==> src/rtl/rs_scheduler_pkg.sv <==
// rs_scheduler_pkg: shared reservation-station sizing and scheduler state encoding
package rs_scheduler_pkg;
  localparam int RS_SIZE = 8;
  localparam int RS_IDX_W = $clog2(RS_SIZE);
  typedef enum logic {RUN, FLUSH} RS_STATE;
endpackage

==> src/rtl/rs_scheduler_rr_select.sv <==
// rr_select: round-robin pick of the first request at or above ptr, wrapping modulo W
module rr_select #(
  parameter int W = 8,
  parameter int IW = $clog2(W)
) (
  input  logic [W-1:0]  req,
  input  logic [IW-1:0] ptr,
  output logic          gnt_valid,
  output logic [IW-1:0] gnt_idx
);
  logic [IW-1:0] idx;
  always_comb begin
    gnt_valid = |req;
    gnt_idx = '0;
    idx = '0;
    for (int i = W - 1; i >= 0; i--) begin
      idx = ptr + IW'(i);
      if (req[idx]) gnt_idx = idx;
    end
  end
endmodule

==> src/rtl/rs_scheduler.sv <==
// rs_scheduler: allocates free RS entries, issues ready ones round-robin, tracks occupancy
module rs_scheduler #(
  parameter int RS_SIZE = rs_scheduler_pkg::RS_SIZE,
  parameter int IDX_W = $clog2(RS_SIZE)
) (
  input  logic               clock,
  input  logic               reset,
  input  logic               dispatch_valid,
  input  logic               squash,
  input  logic [RS_SIZE-1:0] entry_busy,
  input  logic [RS_SIZE-1:0] entry_ready,
  input  logic               fu_ready,
  output logic [RS_SIZE-1:0] entry_wr_en,
  output logic [RS_SIZE-1:0] entry_clear,
  output logic               dispatch_stall,
  output logic               issue_valid,
  output logic [IDX_W-1:0]   issue_idx,
  output logic [IDX_W:0]     occupancy
);
  import rs_scheduler_pkg::*;
  localparam int OW = IDX_W + 1;
  RS_STATE state_q, state_d;
  logic [IDX_W-1:0] rr_ptr_q, rr_ptr_d, sel_idx;
  logic [OW-1:0] occupancy_q, occupancy_d;
  logic [RS_SIZE-1:0] free, cand;
  logic sel_valid, run, issue_fire, alloc;
  assign occupancy = occupancy_q;
  assign cand = entry_busy & entry_ready;
  assign run = !reset && state_q == RUN && !squash;
  rr_select #(.W(RS_SIZE)) u_issue_sel (
    .req(cand),
    .ptr(rr_ptr_q),
    .gnt_valid(sel_valid),
    .gnt_idx(sel_idx)
  );
  always_ff @(posedge clock) begin
    if (reset) begin
      state_q <= RUN;
      rr_ptr_q <= '0;
      occupancy_q <= '0;
    end else begin
      state_q <= state_d;
      rr_ptr_q <= rr_ptr_d;
      occupancy_q <= occupancy_d;
    end
  end
  always_comb state_d = squash ? FLUSH : RUN;
  // an entry cleared this cycle stays out of the free mask until it reads not-busy
  always_comb begin
    issue_valid = run && sel_valid;
    issue_idx = issue_valid ? sel_idx : '0;
    issue_fire = issue_valid && fu_ready;
    entry_clear = reset ? '0 : squash ? '1 : issue_fire ? RS_SIZE'(1) << issue_idx : '0;
    free = ~entry_busy & ~entry_clear;
    entry_wr_en = (run && dispatch_valid) ? free & (~free + 1'b1) : '0;
    alloc = |entry_wr_en;
    dispatch_stall = reset || free == '0 || squash || state_q == FLUSH;
  end
  always_comb begin
    rr_ptr_d = squash ? '0 : issue_fire ? sel_idx + 1'b1 : rr_ptr_q;
    occupancy_d = squash ? '0 : occupancy_q + OW'(alloc) - OW'(issue_fire);
  end
endmodule

==> config.mk <==
export PLATFORM = sky130hd
export DESIGN_NAME = rs_scheduler
export DESIGN_NICKNAME = d
export VERILOG_FILES = /design/src/rtl/rs_scheduler_pkg.sv /design/src/rtl/rs_scheduler_rr_select.sv /design/src/rtl/rs_scheduler.sv
export SDC_FILE = /design/constraint.sdc
export NUM_CORES = 1
export LEC_CHECK = 0
export BUFFER_PORTS_ARGS = -buffer_cell sky130_fd_sc_hd__buf_2
export CAP_MARGIN = 5
export CORE_MARGIN = 8
export CORE_UTILIZATION = 25
export DETAILED_ROUTE_END_ITERATION = 8
export HOLD_SLACK_MARGIN = 0.08
export PLACE_DENSITY = 0.54
export REMOVE_ABC_BUFFERS = 1
export SKIP_CTS_REPAIR_TIMING = 1
export SYNTH_ARGS = -nofsm -noshare
export SYNTH_HDL_FRONTEND = slang
export SYNTH_SLANG_ARGS = --single-unit
export TNS_END_PERCENT = 30
==> constraint.sdc <==
create_clock -name clock -period 6.8 [get_ports clock]
set_input_delay 1.02 -clock clock [delete_from_list [all_inputs] [get_ports clock]]
set_output_delay 1.02 -clock clock [all_outputs]
set_load 0.1 [all_outputs]
==> results.yml <==
cells_and_area:
  fin_nets: 291
  final_common_cell: "buf_2"
  utilization: 0.2993
  synthToLayoutAreaGrowth_pct: 18.99
  drive_gt1_frac: 0.2962
  nFillCells: 773
  layout_common_cells: "45 x buf_2, 23 x nand2_1, 22 x nor2_1"
  diodes: 0
clock_network:
  max-clock-path-buffers: 2
  clk_pin_slew_worst_paths_ps: 40
  cts.sinks: 8
  cts_htree_levels: 1
  clk_latency_ps: 230
  cts_tree: "built"
  cts_buffers: 3
  cts_root_buf: "clkbuf_8"
grt:
  grt_pass1_wl_um: 9425
  antenna_found_initial: 0
  grt_pass1_vias: 1795
  grt_max_degree: 29
  grt_overflow_total: 0
  grt_use_total: 0.1133
synthesis:
  yosysWarnings: 0
  synthArstFlopShare: 0
  ys_ff_latch: 8
  synthCells: 221
  synth_edf_count: 0
  ys.flop_type: "dfxtp_1"
  synth_cell_type_count: 63
  synth_area_mm2: 0.001785
  avgSynthCellArea_um2: 8.079
  ys_seq_area_frac: 0.08970
floorplanning:
  die_h_um: 100.5
  die_w_um: 100.5
  die_area_mm2: 0.01010
  start_util: 0.2515
  ios: 46
  coreArea_mm2: 0.007098
  row_count: 31
hold_path:
  hp-class: "flop to flop"
detailed_routing:
  viasPerCell: 5.187
  routed_wl_um: 5681
  drt-pass1-iter-count: 4
  avgRoutedWirePerCell_um: 15.82
  drc_errors: 0
  vias: 1862
  drtIter0Drc: 167
  ant_nets: 0
pwr:
  leakage_uw: 0.0008855
  vdd_drop_max_v: 0.00007382
  powerDensity_mw_per_mm2: 128.2
worst_setup_path:
  crit_arrival_ps: 4150
  path_class: "flop to output port"
  critPathLaunchType: "flop"
  endpoint_kind: "output port"
  crit_chain: "buf_4, clkinv_1, ha_1, xor2_4, mux4_2, mux2_1, and4_4, o31ai_1, and3_1, nand3_4, a221oi_2, buf_2"
  r2r_slack_ps: 2970
  worst_path_max_delay_cell: "mux4_2"
  cp-endpoint: "entry_clear[2]"
  regToRegEndpoint: "rr_ptr_q[2]"
  r2r_cells: 13
  reg2reg_from: "rr_ptr_q[0]"
  crit_fanout: 28
  crit_path_max_incr_delay_ps: 550
  cp-startpoint: "rr_ptr_q[0]"
  cp_data_required_time_ps: 5780
placement:
  io_buffer_count: 45
  routabilityCongestion: 0.9109
  dp_slack_ps: 1901
  dpl.hpwl_um: 4472
timing:
  min_period_ps: 5167
  rsz0062_at_grt: "no"
  fmaxAchievable_mhz: 193.5
  period_share: 0.7599
  slew_viol_final: 0
  holdWs_ps: 589.7
  tightest_slew_ps: 827.7
  finClkSkew_ps: 2.181
  setup_viol: 0
  final-hold-violation-count: 0
  tns_ps: 0
  setup_slack_ps: 1633
  slew_headroom: 0.4474
run:
  maxCapViolCount: 0
status:
  status: "complete, no violations"
## Yosys cell counts, types with 2 or more instances
cell type / count / area, µm²
nand2_1: 23 / 86.33
nor2_1: 22 / 82.58
inv_1: 12 / 45.04
nand3_1: 12 / 60.06
mux4_2: 11 / 247.7
and2_1: 9 / 56.30
o21ai_0: 9 / 45.04
dfxtp_1: 8 / 160.2
o21ai_1: 8 / 40.04
ha_1: 7 / 87.58
mux2i_1: 7 / 70.07
a21oi_1: 6 / 30.03
buf_2: 5 / 25.02
and3_1: 4 / 25.02
xor2_1: 4 / 35.03
a211oi_1: 3 / 22.52
inv_2: 3 / 11.26
mux4_1: 3 / 78.83
nand2b_1: 3 / 18.77
nor3_1: 3 / 15.01
o211ai_1: 3 / 22.52
o22a_1: 3 / 26.28
a21o_1: 2 / 15.01
a22oi_1: 2 / 15.01
a32oi_1: 2 / 17.52
and4_4: 2 / 22.52
buf_6: 2 / 22.52
clkbuf_1: 2 / 7.510
nand4_1: 2 / 12.51
nor3b_1: 2 / 15.01
o21ai_2: 2 / 17.52
o221ai_1: 2 / 17.52
o31ai_1: 2 / 15.01
xnor2_1: 2 / 17.52
## power breakdown
part / leakage, µW / internal [µW] / switching (µW)
registers: 0.0000650 / 49.1 / 3.82
clock network: 0.0000216 / 38.3 / 18.0
logic: 0.000799 / 50.9 / 112
total: 0.000886 / 138 / 134
## stage by stage
stage	power (µW)	instance area, µm²	instances
after floorplan	179.3	1727	211
after global placement	216.2	2083	356
after detailed placement	216.2	2083	356
after CTS	274.1	2125	359
after global routing	289.5	2125	359
final	272.4	2125	359
## worst min path at each step
stage	cells after the start	endpoint	slack, ps	startpoint
after floorplan	2	rr_ptr_q[1]	620	rr_ptr_q[1]
after global placement	2	occupancy[0]	580	occupancy[0]
after detailed placement	2	occupancy[0]	590	occupancy[0]
after CTS	2	occupancy[0]	600	occupancy[0]
after global routing	2	occupancy[0]	630	occupancy[0]
final	2	occupancy[0]	590	occupancy[0]
## logic make-up after synthesis
kind of cell             after synthesis  synth area share
adder cells (fa/ha/maj)                8           0.06026
flip-flops                             8           0.08970
AO/OA/AOI/OAI                         56            0.2221
multiplexers                          23            0.2369
XOR/XNOR                               7           0.04485
buffers and inverters                 26           0.06657
AND/OR/NAND/NOR                       93            0.2796
## per-layer routing
layer  vias up  part of all wire  track usage
met5         -                 0            0
met4         0            0.0051      0.02093
met3         2             0.063      0.01796
met2        73              0.47       0.1800
met1       871              0.46       0.1575
li1        916                 -            -
## state kept, by name, summed over array words and instances (netlist names)
| signal | cells |
|---|---|
| occupancy | 4 |
| rr_ptr_q | 3 |
| state_q | 1 |
## worst max-delay path, delay by kind of cell (launching register included)
kind	cells	cell delay, ps
DFF	1	300
adders and majority gates	1	410
AOI/OAI and AO/OA	2	340
xor gates and xnor gates	1	250
muxes	2	920
buffers and inverters	3	1060
and+or+nand+nor	3	650
## final cells by class
cell class,count,area (µm²),share of cell area
Tap cell,99,123.9,0.05830
Multi-Input combinational cell,187,1506,0.7091
Timing Repair Buffer,46,232.7,0.1095
Inverter,16,60.06,0.02827
Clock buffer,3,41.29,0.01943
Sequential cell,8,160.2,0.07538
Note: power is estimated with default switching activity, not from simulation.
